File: src/rtl/regfile_writeback.sv
// Purpose: write-back stage that owns the register-file write port. It merges ALU results with FIFO-buffered MDU results and keeps a pending-destination scoreboard.
// Latency: ALU writes take 1 edge. MDU writes take at least 2 edges through the FIFO, or 1 edge on the idle bypass path when WB_BYPASS_EN is defined.
// Backpressure: ALU writes are always accepted and have priority. mdu_ready drops while the FIFO is full or while rst is high.
module regfile_writeback #(
    parameter int W     = 5,
    parameter int D     = 32,
    parameter int DEPTH = 4
) (
    input  logic                     clk,
    input  logic                     rst,
    input  logic                     alu_valid,
    input  logic [W-1:0]             alu_wa,
    input  logic [D-1:0]             alu_data,
    input  logic                     mdu_valid,
    output logic                     mdu_ready,
    input  logic [W-1:0]             mdu_wa,
    input  logic [D-1:0]             mdu_data,
    input  logic                     issue_valid,
    input  logic [W-1:0]             issue_wa,
    input  logic [W-1:0]             chk_ra1,
    input  logic [W-1:0]             chk_ra2,
    output logic                     busy1,
    output logic                     busy2,
    output logic                     rf_we,
    output logic [W-1:0]             rf_wa,
    output logic [D-1:0]             rf_data,
    output logic [$clog2(DEPTH):0]   fifo_count
);
    localparam int PW   = $clog2(DEPTH);
    localparam int NREG = 1 << W;
    localparam logic [PW:0] FULL = (PW+1)'(DEPTH);

    logic [W-1:0]    r_fifo_wa   [DEPTH];
    logic [D-1:0]    r_fifo_data [DEPTH];
    logic [PW-1:0]   r_wr_ptr;
    logic [PW-1:0]   r_rd_ptr;
    logic [PW:0]     r_count;
    logic [NREG-1:0] r_pending;
    logic            r_rf_we;
    logic [W-1:0]    r_rf_wa;
    logic [D-1:0]    r_rf_data;

    logic            w_mdu_ready;
    logic            w_empty;
    logic            w_alu_wr;
    logic            w_pop;
    logic            w_xfer;
    logic            w_bypass;
    logic            w_push;
    logic [W-1:0]    w_head_wa;
    logic [D-1:0]    w_head_data;
    logic [NREG-1:0] w_pending_nxt;

    // Handshake and arbitration. A zero-destination ALU result does not claim the port, so the FIFO head can pop in that cycle.
    always_comb begin
        w_mdu_ready = !rst && (r_count < FULL);
        w_empty     = (r_count == '0);
        w_alu_wr    = alu_valid && (alu_wa != '0);
        w_pop       = !w_alu_wr && !w_empty;
        w_xfer      = mdu_valid && w_mdu_ready;
`ifdef WB_BYPASS_EN
        w_bypass    = w_xfer && w_empty && !alu_valid && (mdu_wa != '0);
`else
        w_bypass    = 1'b0;
`endif
        w_push      = w_xfer && (mdu_wa != '0) && !w_bypass;
        w_head_wa   = r_fifo_wa[r_rd_ptr];
        w_head_data = r_fifo_data[r_rd_ptr];
    end

    // Scoreboard next state. Clears are applied first so that a same-cycle re-issue of the same register wins.
    always_comb begin
        w_pending_nxt = r_pending;
        if (w_pop) begin
            w_pending_nxt[w_head_wa] = 1'b0;
        end
        if (w_bypass) begin
            w_pending_nxt[mdu_wa] = 1'b0;
        end
        if (issue_valid && (issue_wa != '0)) begin
            w_pending_nxt[issue_wa] = 1'b1;
        end
    end

    // FIFO payload storage. It holds data only, so it needs no reset.
    always_ff @(posedge clk) begin
        if (w_push) begin
            r_fifo_wa[r_wr_ptr]   <= mdu_wa;
            r_fifo_data[r_wr_ptr] <= mdu_data;
        end
    end

    // Control state: FIFO pointers and count, scoreboard, and the registered write port.
    always_ff @(posedge clk) begin
        if (rst) begin
            r_wr_ptr  <= '0;
            r_rd_ptr  <= '0;
            r_count   <= '0;
            r_pending <= '0;
            r_rf_we   <= 1'b0;
            r_rf_wa   <= '0;
            r_rf_data <= '0;
        end else begin
            if (w_push) begin
                r_wr_ptr <= r_wr_ptr + 1'b1;
            end
            if (w_pop) begin
                r_rd_ptr <= r_rd_ptr + 1'b1;
            end
            case ({w_push, w_pop})
                2'b10:   r_count <= r_count + 1'b1;
                2'b01:   r_count <= r_count - 1'b1;
                default: r_count <= r_count;
            endcase
            r_pending <= w_pending_nxt;
            if (w_alu_wr) begin
                r_rf_we   <= 1'b1;
                r_rf_wa   <= alu_wa;
                r_rf_data <= alu_data;
            end else if (w_pop) begin
                r_rf_we   <= 1'b1;
                r_rf_wa   <= w_head_wa;
                r_rf_data <= w_head_data;
            end else if (w_bypass) begin
                r_rf_we   <= 1'b1;
                r_rf_wa   <= mdu_wa;
                r_rf_data <= mdu_data;
            end else begin
                r_rf_we   <= 1'b0;
            end
        end
    end

    assign mdu_ready  = w_mdu_ready;
    assign busy1      = r_pending[chk_ra1] && (chk_ra1 != '0);
    assign busy2      = r_pending[chk_ra2] && (chk_ra2 != '0);
    assign rf_we      = r_rf_we;
    assign rf_wa      = r_rf_wa;
    assign rf_data    = r_rf_data;
    assign fifo_count = r_count;

endmodule

File: config.mk
export PLATFORM = sky130hd
export DESIGN_NAME = regfile_writeback
export DESIGN_NICKNAME = d
export VERILOG_FILES = /design/src/rtl/regfile_writeback.sv
export SDC_FILE = /design/constraint.sdc
export NUM_CORES = 1
export LEC_CHECK = 0
export BUFFER_PORTS_ARGS = -buffer_cell sky130_fd_sc_hd__buf_2
export CORE_ASPECT_RATIO = 0.6
export CORE_MARGIN = 2
export CORE_UTILIZATION = 55
export DETAILED_ROUTE_END_ITERATION = 10
export PLACE_DENSITY = 0.77
export SYNTH_ARGS = -nofsm -noshare
export SYNTH_HDL_FRONTEND = slang
export SYNTH_SLANG_ARGS = --single-unit
File: constraint.sdc
create_clock -name clk -period 5.3 [get_ports clk]
set_input_delay 0.53 -clock clk [delete_from_list [all_inputs] [get_ports clk]]
set_output_delay 0.53 -clock clk [all_outputs]
set_load 0.05 [all_outputs]
==> Word-level counts from Yosys, hierarchy flattened <==
Memory sizes are Yosys's and may differ from the RTL's. A register that Yosys moved wholly into a read port is not among the register bits.
Index checks and enable logic that the tools add are counted.
{ "word_totals": {"inputBits": 94, "ram_bits": 148, "memories": 2, "ff_bits": 77} }
{ "classes": {"muxes": 23, "order_cmp": 7, "n_reduce_logical": 21, "n_bitwise": 3, "eq_ne": 2, "n_addsub": 4} }
{ "mem_list": {"columns": ["name", "depth", "word_bits", "rd", "rd_ports_with_merged_regs", "wr", "line_no", "text"], "rows": [
  ["r_fifo_data", 4, 32, 1, 1, 1, "34", "logic [D-1:0] r_fifo_data [DEPTH];"],
  ["r_fifo_wa", 4, 5, 1, 1, 1, "33", "logic [W-1:0] r_fifo_wa [DEPTH];"]
]} }
{ "ops": {"columns": ["op", "count"], "rows": [
  ["32-bit 2-to-1 mux", 4],
  ["32-bit AND", 1],
  ["32-bit NOT", 1],
  ["32-bit OR", 1],
  ["5-bit nonzero test", 5],
  ["5-bit by 6-bit < comparator with 1-bit output (second input constant)", 4],
  ["1-bit binary-select mux with 5-bit select", 2],
  ["1-bit demux with 5-bit select", 2],
  ["5-bit by 1-bit >= comparator with 1-bit output (second input constant)", 2],
  ["1-bit logical AND", 10],
  ["5-bit 2-to-1 mux", 2],
  ["1-bit 2-to-1 mux", 8],
  ["2-bit 2-to-1 mux", 4],
  ["3-bit one-hot mux with 2 select lines", 1],
  ["2-bit by 1-bit adder with 2-bit output (second input constant)", 2],
  ["2-bit nonzero test", 2],
  ["3-bit by 1-bit adder with 3-bit output (second input constant)", 1],
  ["1-bit zero test", 3],
  ["3-bit zero test", 1],
  ["3-bit < comparator (second input constant)", 1],
  ["3-bit by 1-bit subtractor with 3-bit output (second input constant)", 1],
  ["2-bit by 1-bit equality test with 1-bit output (second input constant)", 1],
  ["2-bit equality test (second input constant)", 1]
]} }

==> Depth between registers and ports, before layout <==
Gate-level depths: netlist of run 1.
{ "depth": {"ltp_word": 9, "ltp_mapped": 10, "depth_no_buf": 9} }

==> Worst setup path after synthesis of run 1 <==
OpenSTA, ideal clock, no wires.
{ "synth_path": {"kind": "input port to output port", "startpoint": "in chk_ra2[1]", "endpoint": "out busy2", "cell_stages": 4, "arrival_time_ps": 2721, "slack_ps": 2049, "n_path_buf": 1, "t_required_ps": 4770, "path_cell_list": "buf_1 > mux4_2 > o211a_1 > a211oi_1"} }
{ "synth_via": {"elab_chain_cells": 3, "word_cells_on_any_way": 4} }
{ "synth_lines": {"columns": ["item", "line_no", "text"], "rows": [
  ["from (decl)", "21", "input logic [W-1:0] chk_ra2,"],
  ["1-bit binary-select mux with 5-bit select", "136", "assign busy2 = r_pending[chk_ra2] && (chk_ra2 != '0);"],
  ["1-bit 2-to-1 mux (not written as such)", "136", null],
  ["1-bit logical AND *", "136", null],
  ["to (decl)", "23", "output logic busy2,"]
]} }
Every way passes the cells marked *; elsewhere a longest branch is shown, timed or not. The select of a mux whose other input is x is not followed.

==> Final worst setup path of run 1 <==
{ "layout_path": {"startpoint": "reg r_pending[13]", "endpoint": "out busy2"} }
{ "layout_via": {"elab_chain_cells": 3} }
{ "layout_lines": {"columns": ["item", "line_no", "text"], "rows": [
  ["from (decl)", "38", "logic [NREG-1:0] r_pending;"],
  ["from (signal assigned)", "115", "r_pending <= w_pending_nxt;"],
  ["1-bit binary-select mux with 5-bit select", "136", null],
  ["1-bit 2-to-1 mux (not written as such)", "136", null],
  ["1-bit logical AND", "136", null]
]} }
No other way between the ends. The select of a mux whose other input is x is not followed.

==> results of run 1 <==
## kinds of logic after synthesis
kind of cell	after synthesis
mux	62
xor+xnor	5
flops	226
buf+inv	54
compound gates	109
simple gates	226
fa+ha+maj	6
## through the flow
step                      cell area (sq um)  instances  hold slack, ns
after CTS                             10900       1057           0.238
after global routing                  10900       1057           0.244
after floorplan                        9450        688           0.452
after global placement                10300       1020           0.464
after detailed placement              10300       1020           0.476
final                                 10900       1057           0.244
## final cells by class
cell class / instances / area [sq um] / area share, %
clock buffers: 27 / 558 / 5.10
clock inverters: 10 / 106 / 0.972
inverters: 10 / 37.5 / 0.343
multi-input cells: 408 / 3220 / 29.4
flip-flops and latches: 226 / 6010 / 54.9
well taps: 234 / 293 / 2.68
repair buffers: 142 / 723 / 6.61
## synth_stat cells (all sizes together), types with 3 or more instances
master    n  area [sq um]
buf      19           116
inv       9          33.8
or3       3          18.8
nor2     85           319
and2      5          31.3
dfxtp    78          1560
a211oi   17           128
a311oi   46           403
ha        5          62.6
mux4     49          1100
nand2    80           303
edfxtp  148          4440
nor3     26           150
nand3     4          20.0
xnor2     3          26.3
o41ai     4          35.0
clkbuf   25          93.8
a21boi    4          30.0
mux2      3          33.8
a21oi    26           130
nor2b     6          37.5
mux2i    10           100
nand2b    6          37.5
## flip-flops by register name, summed over array words and instances, names as in the netlist, named ones only
| name | count |
|---|---|
| rf_wa | 5 |
| r_wr_ptr | 2 |
| r_pending | 31 |
| r_fifo_wa | 20 |
| rf_data | 32 |
| r_rd_ptr | 2 |
| fifo_count | 3 |
| r_fifo_data | 128 |
| rf_we | 1 |
## per-layer routing
metal / share of wire [%] / wire length, um / up-vias
met5: 0 / 0 / -
met4: 2.3 / 516 / 0
met3: 11 / 2420 / 52
met2: 44 / 9940 / 377
met1: 43 / 9790 / 3179
li1: - / - / 2900
## report_power, final
group | internal (mW) | switching (mW)
Clock | 0.845 | 0.633
Combinational | 0.259 | 0.585
Sequential | 1.97 | 0.0593
Total | 3.07 | 1.28
## how the worst max path moves through the flow
stage | slack (ns) | end | cells past startpoint | from
final | 2.47 | busy2 | 5 | r_pending[13]
after global routing | 2.31 | busy2 | 6 | chk_ra2[2]
after CTS | 2.54 | busy2 | 5 | r_pending[13]
after detailed placement | 2.35 | fifo_count[2] | 10 | mdu_wa[0]
after global placement | 2.45 | fifo_count[2] | 10 | mdu_wa[0]
after floorplan | 2.05 | busy2 | 4 | chk_ra2[1]
==> results.yml, run 1 <==
synthesis:
  synthXorXnorAreaFrac_pct: 0.463
  avgSynthCellArea_sq_um: 13.7
  synth_mux_area_share_pct: 13.1
  synth_cell_types: 48
  synth-async-reset-ratio_pct: 0
  synth-seq-cells: 226
  synth-compound-area-share_pct: 8.74
  synth-edff-count: 148
  synth_top_family_by_area: "multiplexers"
  synth-main-ff-cell: "edfxtp_1"
  synthCells: 688
  syn_nets: 788
  yosys.area_share.simple_pct: 10.7
  synth_adder_area_share_pct: 0.874
  syn_area_sq_um: 9450
  ys_warn_count: 0
  ys_seq_area_share_pct: 63.5
finish:
  post-route-util_pct: 64.4
  nets: 909
  final_cell_mix: "edfxtp_1, buf_2, nor2_1, nand2_1, dfxtp_1"
  drive_above_1_share_pct: 29.0
  diodes: 0
  n_fill_cell: 1204
  mostFrequentLayoutCell: "edfxtp_1"
  area_delta_synth_final_pct: 15.8
pwr:
  pwr_density_cell_nw_per_um2: 397
  ir_drop_mv: 0.273
  p_leak_nw: 3.77
  total_power_mw: 4.35
sta:
  slew-limit-headroom_pct: 31.5
  hold_viol_final: 0
  timing.final.ws_setup_ns: 2.47
  fmax_ghz: 0.354
  setup_viol: 0
  rsz0062_at_grt: "no"
  post-route-min-period_ns: 2.83
  finalClockSkew_ns: 0.0140
  fin_tns_setup_ns: 0
  period_share_pct: 53.3
  worstMarginPinSlew_ns: 1.03
  final_max_slew_viol_count: 0
clock_tree:
  cts_hold_buf: 0
  htree_levels: 1
  cts_sinks: 226
  clk_latency_ns: 0.50
  cts_tree: "done"
  cts_setup_buffers: 0
  cts_buffers: 21
  clkTransAtPathRegs_ns: 0.07
  cts_buffer_depth: 3
  cts_root_buffer: "clkbuf_16"
  cts-resized-gates: 0
critical_path:
  path_delay_family: "compound AO/OA/AOI/OAI gates"
  critPathLaunchType: "flip-flop"
  reg2reg_slack_ns: 2.58
  r2r-end: "r_pending[19]"
  slowest_delay_ns: 0.49
  cp_num_buf_inv: 1
  crit_type: "flip-flop to primary output"
  path_cells: "mux4_2 > nor2b_1 > a2111oi_0 > a211oi_1 > buf_2"
  cp_slowest_cell: "a2111oi_0"
  reg2reg_depth: 4
  cp_max_fo: 3
  end_kind: "primary output"
  crit_required_ns: 4.77
  cp.arrival_ns: 2.30
hold_path:
  min_path_cells: 1
  min-delay-start: "mdu_data[27]"
  holdPathEnd: "r_fifo_data[2][27]"
  hold_path_class: "input port to flip-flop"
grt:
  grtUsageMet3_pct: 6.39
  grt_pass1_vias: 6399
  grt_max_degree: 78
  grt_util_met2_pct: 38.0
  antenna_found_initial: 0
  top_usage_layer: "met2"
  grt-ovfl-total: 0
  grt_pass1_wl_um: 35400
  globalRouteTotalUtil_pct: 25.0
  met1_usage_pct: 36.4
route:
  via_per_inst: 6.16
  drtIter0Drc: 606
  drtPass1Iterations: 8
  routed_wl_um: 22700
  ant_nets: 0
  num_vias: 6508
  avgRoutedWirePerCell_um: 21.4
  drcViolationCount: 0
place:
  hpwl_um: 15200
  place_ws_ns: 2.35
  gp_congestion: 0.898
  port_buffers: 137
floorplan:
  io_pins: 138
  die_w_um: 173
  core_area_sq_um: 17000
  chipHeight_um: 106
  start_util_pct: 55.6
  dieArea_sq_um: 18300
  rows: 37
flow_run:
  drv_cap: 0
outcome:
  status: "finished clean"
Power figures use the tool's default switching activity.
==> run 2: changes to the inputs <==
CORE_UTILIZATION = 51   (was 55)
PLACE_DENSITY = 0.75   (was 0.77)
clock period = 2.4 ns   (was 5.3 ns; I/O delays follow)
==> run 2 against run 1 <==
- register-to-register slack worse by 2.4 ns
- power up 120%
- first-iteration DRC count down 0.50%
- via count up 0.17%
- global-route usage down 2.2 points
- non-clock buffer count up 55
- sequential power up 120%
- clock skew down 0.0028 ns
- cell count up 5.8%
- worst hold slack worse by 0.21 ns
- cell area up 5.6%
- worst setup slack worse by 2.4 ns
- critical path type unchanged
==> results.yml, run 2 (synthesis results as in run 1) <==
route:
  routed_wl_um: 22200
  avgRoutedWirePerCell_um: 19.9
  highest_layer: "met4"
  num_vias: 6519
  via_per_inst: 5.83
  met1Wirelength_um: 10300
  wl_met3_um: 1890
  drcViolationCount: 0
  wl_met2_um: 9550
  ant_nets: 0
  drtPass1Iterations: 5
  drtIter0Drc: 603
floorplan:
  io_pins: 138
  dieArea_sq_um: 19700
  rows: 38
  start_util_pct: 52.2
  die_w_um: 180
  chipHeight_um: 109
  core_area_sq_um: 18100
grt:
  grt_pass1_vias: 6300
  grt_pass1_wl_um: 34700
  grt-ovfl-total: 0
  grt_max_degree: 78
  globalRouteTotalUtil_pct: 22.8
  antenna_found_initial: 0
pwr:
  total_power_mw: 9.72
  p_leak_nw: 4.06
  ir_drop_mv: 0.638
  pwr_density_cell_nw_per_um2: 841
finish:
  post-route-util_pct: 63.8
  final_cell_mix: "edfxtp_1, buf_2, nor2_1, nand2_1, dfxtp_1"
  drive_above_1_share_pct: 30.4
  mostFrequentLayoutCell: "edfxtp_1"
  nets: 964
  diodes: 0
  n_fill_cell: 1325
  largest_register_ffs: 128
  final_area_sq_um: 11600
  top_register: "r_fifo_data"
  area_delta_synth_final_pct: 22.3
  final_cell_count_no_fill: 1118
sta:
  rsz0062_at_grt: "no"
  post-route-min-period_ns: 2.32
  period_share_pct: 96.7
  final_max_slew_viol_count: 0
  setup_viol: 0
  fin_tns_setup_ns: 0
  slew-limit-headroom_pct: 40.8
  worstMarginPinSlew_ns: 0.889
  hold_viol_final: 0
  finalClockSkew_ns: 0.0112
  fmax_ghz: 0.431
clock_tree:
  cts_sinks: 226
  cts_buffer_depth: 3
  cts_tree: "done"
  clkTransAtPathRegs_ns: 0.06
  cts_root_buffer: "clkbuf_16"
  cts_setup_buffers: 0
  htree_levels: 1
  cts_buffers: 21
  clk_latency_ns: 0.49
critical_path:
  slowest_delay_ns: 0.47
  end_kind: "primary output"
  cp_slowest_cell: "mux4_2"
  cp_num_buf_inv: 1
  path_cells: "mux2i_1 > mux4_2 > o211a_1 > a211oi_2 > buf_6"
  cp.arrival_ns: 2.08
  critPathLaunchType: "flip-flop"
  cp_max_fo: 3
  path_delay_family: "multiplexers"
  crit_type: "flip-flop to primary output"
  crit_required_ns: 2.16
flow_run:
  drv_cap: 0
outcome:
  status: "finished clean"
place:
  hpwl_um: 14800
  gp_congestion: 0.843
  placed_cell_area_sq_um: 10500
  numPlacedInstances: 1048
  port_buffers: 137
hold_path:
  hold_path_class: "input port to flip-flop"
-- run 2: cell types whose count changed in the layout (fill, tap and decap cells not counted), sizes merged --
| cell | before | now |
|---|---|---|
| clkbuf | 27 | 34 |
| clkinv | 6 | 3 |
| inv | 10 | 9 |
| dlygate4sd3 | 0 | 33 |
| clkinvlp | 2 | 0 |
| bufinv | 2 | 1 |
| buf | 142 | 164 |
-- run 2: routing by layer --
layer / global-route usage [%] / vias to the layer above
li1: - / 3006
met1: 33.9 / 3188
met2: 33.7 / 292
met3: 5.56 / 33
met4: 6.27 / 0
met5: 0 / -
-- run 2: worst paths after layout --
path	start	end	slack (ns)	cells past startpoint
setup / recovery	r_pending[31]	busy2	0.08	5
hold / removal	alu_data[20]	rf_data[20]	0.03	3
setup reg to reg	flip-flop	r_pending[25]	0.22	4
hold reg to reg	rf_data[20]	rf_data[20]	0.48	2
-- run 2: layout make-up --
class                      instances  area [sq um]  share of cell area (%)
sequential                       226          6010                    52.0
multi-input combinational        408          3230                    28.0
timing repair buffer             197          1300                    11.3
clock buffer                      34           636                    5.50
tap                              240           300                    2.60
clock inverter                     3          40.0                   0.346
inverter                          10          37.5                   0.325
-- run 2: what timing repair did --
action / 4_1_cts / 5_1_grt
resized for setup: 3 / 3
pin swaps: 1 / 0
endpoints found under the setup margin: 1 / 3
hold endpoints to repair: 132 / 0
hold buffers: 33 / 0
-- run 2: worst register-to-register path: cells and delay by family, from the launching register on --
kind                   cells  cell delay [ns]
multiplexers               1             0.44
AO/OA/AOI/OAI              1             0.22
buffers and inverters      1             0.36
AND/OR/NAND/NOR            1             0.55
flip-flops                 1             0.45
-- run 2: stage by stage --
step,hold slack [ns],setup slack [ns]
5_1_grt,0.0286,0.00563
3_3_place_gp,0.458,-0.0322
3_5_place_dp,0.456,-0.0463
2_1_floorplan,0.339,0.0619
4_1_cts,0.0230,0.0455
6_report,0.0323,0.0789
-- run 2: power by group --
| part | internal [mW] | switching, mW | leakage (nW) |
|---|---|---|---|
| clock | 1.92 | 1.37 | 0.331 |
| sequential | 4.34 | 0.106 | 1.99 |
| combinational | 0.674 | 1.32 | 1.75 |
==> run 3: changes to the inputs <==
CORE_UTILIZATION = 46   (was 51)
PLACE_DENSITY = 0.69   (was 0.75)
==> run 3 against run 2 <==
- register-to-register slack improved by 0.12 ns
- cell area up 1.2%
- via count is 0.35% lower
- sequential power is essentially flat
- critical path depth stayed put
- worst hold slack got worse by 0.015 ns
- combinational power hardly changed
==> results.yml, run 3 (synthesis results as in run 1) <==
critical_path:
  slowest_delay_ns: 0.47
  crit_type: "flip-flop to primary output"
  cp_max_fo: 3
  path_delay_family: "multiplexers"
  cp_slowest_cell: "mux4_2"
  path_cells: "mux2i_1 > mux4_2 > o211a_1 > a211oi_2 > buf_6"
  crit_required_ns: 2.16
  cp_num_buf_inv: 1
  end_kind: "primary output"
  critPathLaunchType: "flip-flop"
  cp.arrival_ns: 2.09
finish:
  mostFrequentLayoutCell: "edfxtp_1"
  nets: 970
  drive_above_1_share_pct: 31.4
  diodes: 0
  largest_register_ffs: 128
  area_delta_synth_final_pct: 23.7
  top_register: "r_fifo_data"
  final_cell_mix: "edfxtp_1, buf_2, nor2_1, nand2_1, dfxtp_1"
route:
  drtPass1Iterations: 5
  via_per_inst: 5.60
  drtIter0Drc: 684
  num_vias: 6496
  drcViolationCount: 0
  ant_nets: 0
  routed_wl_um: 22500
  avgRoutedWirePerCell_um: 19.4
place:
  hpwl_um: 15000
  port_buffers: 137
  gp_congestion: 0.892
floorplan:
  dieArea_sq_um: 21800
  io_pins: 138
  die_w_um: 189
  start_util_pct: 47.1
  chipHeight_um: 115
  core_area_sq_um: 20100
  rows: 40
grt:
  grt_pass1_wl_um: 35200
  grt_pass1_vias: 6268
  globalRouteTotalUtil_pct: 20.8
  grt-ovfl-total: 0
  grt_max_degree: 78
  antenna_found_initial: 0
clock_tree:
  cts_buffers: 22
  cts_tree: "done"
  clk_latency_ns: 0.50
  htree_levels: 1
  cts_root_buffer: "clkbuf_16"
  clkTransAtPathRegs_ns: 0.07
  cts_sinks: 226
  cts_buffer_depth: 3
sta:
  hold_viol_final: 0
  finalClockSkew_ns: 0.00875
  final_max_slew_viol_count: 0
  worstMarginPinSlew_ns: 0.922
  holdWs_ns: 0.0174
  fmax_ghz: 0.429
  post-route-min-period_ns: 2.33
  period_share_pct: 97.0
  rsz0062_at_grt: "no"
  fin_tns_setup_ns: 0
  setup_viol: 0
  slew-limit-headroom_pct: 38.6
pwr:
  pwr_density_cell_nw_per_um2: 850
  ir_drop_mv: 0.450
  total_power_mw: 9.94
  p_leak_nw: 4.12
outcome:
  status: "finished clean"
hold_path:
  hold_path_class: "input port to flip-flop"
flow_run:
  drv_cap: 0
-- run 3: cell types whose count changed in the layout (fill, tap and decap cells not counted), moves of 2 or more --
| cell | delta |
|---|---|
| buf_4 | +6 |
| clkinv_2 | +4 |
| clkbuf_1 | -6 |
| clkinv_1 | +4 |
| bufinv_16 | +2 |
| clkbuf_8 | -3 |
-- run 3: per-layer routing --
metal  part of all wire, %  global-route usage, %  vias to the layer above
met5                     0                      0                        -
met2                    40                   28.8                      303
met4                   1.2                   3.65                        0
li1                      -                      -                     3020
met1                    50                   33.9                     3153
met3                   9.3                   4.27                       20
-- run 3: where the power goes --
group          switching (mW)  total, mW  leakage, nW  internal, mW
clock network            1.45       3.49        0.364          2.04
registers               0.110       4.45         1.99          4.34
logic                    1.33       2.00         1.77         0.669
total                    2.88       9.94         4.12          7.05
-- run 3: per-stage QoR --
stage	instances	worst slack, ns	utilization (%)	area (sq um)
2_1_floorplan	688	0.0619	-	9470
3_3_place_gp	1086	-0.114	52.8	10600
3_5_place_dp	1086	-0.152	52.8	10600
4_1_cts	1159	0.00303	58.2	11700
5_1_grt	1159	0.00176	58.3	11700
6_report	1159	0.0715	58.3	11700
-- run 3: worst paths after layout --
check	from	end	slack, ns	cells past startpoint
worst max register to register	flip-flop	r_pending[1]	0.34	3
worst max-delay path	r_pending[31]	busy2	0.07	5
worst min register to register	rf_data[27]	rf_data[27]	0.48	2
worst min-delay path	alu_data[11]	rf_data[11]	0.02	3
-- run 3: area by class of cell --
cell class                 instances  area, sq um
timing repair buffer             202         1340
fill                            1617         8370
multi-input combinational        408         3240
clock buffer                      25          572
tap                              273          342
sequential                       226         6010
clock inverter                    15          160
inverter                          10         37.5
-- run 3: what timing repair did --
item | in CTS | in global routing
endpoints found under the setup margin | 1 | 2
hold endpoints to repair | 132 | 0
hold buffers | 33 | 0
buffers inserted | 0 | 0
gates resized for setup | 3 | 8
pin swaps | 0 | 2
-- run 3: tightest hold or removal path: cells and delay by family --
family | cells | cell delay (ns)
AO/OA/AOI/OAI | 1 | 0.05
AND/OR/NAND/NOR | 1 | 0.09
buffers and inverters | 1 | 0.09
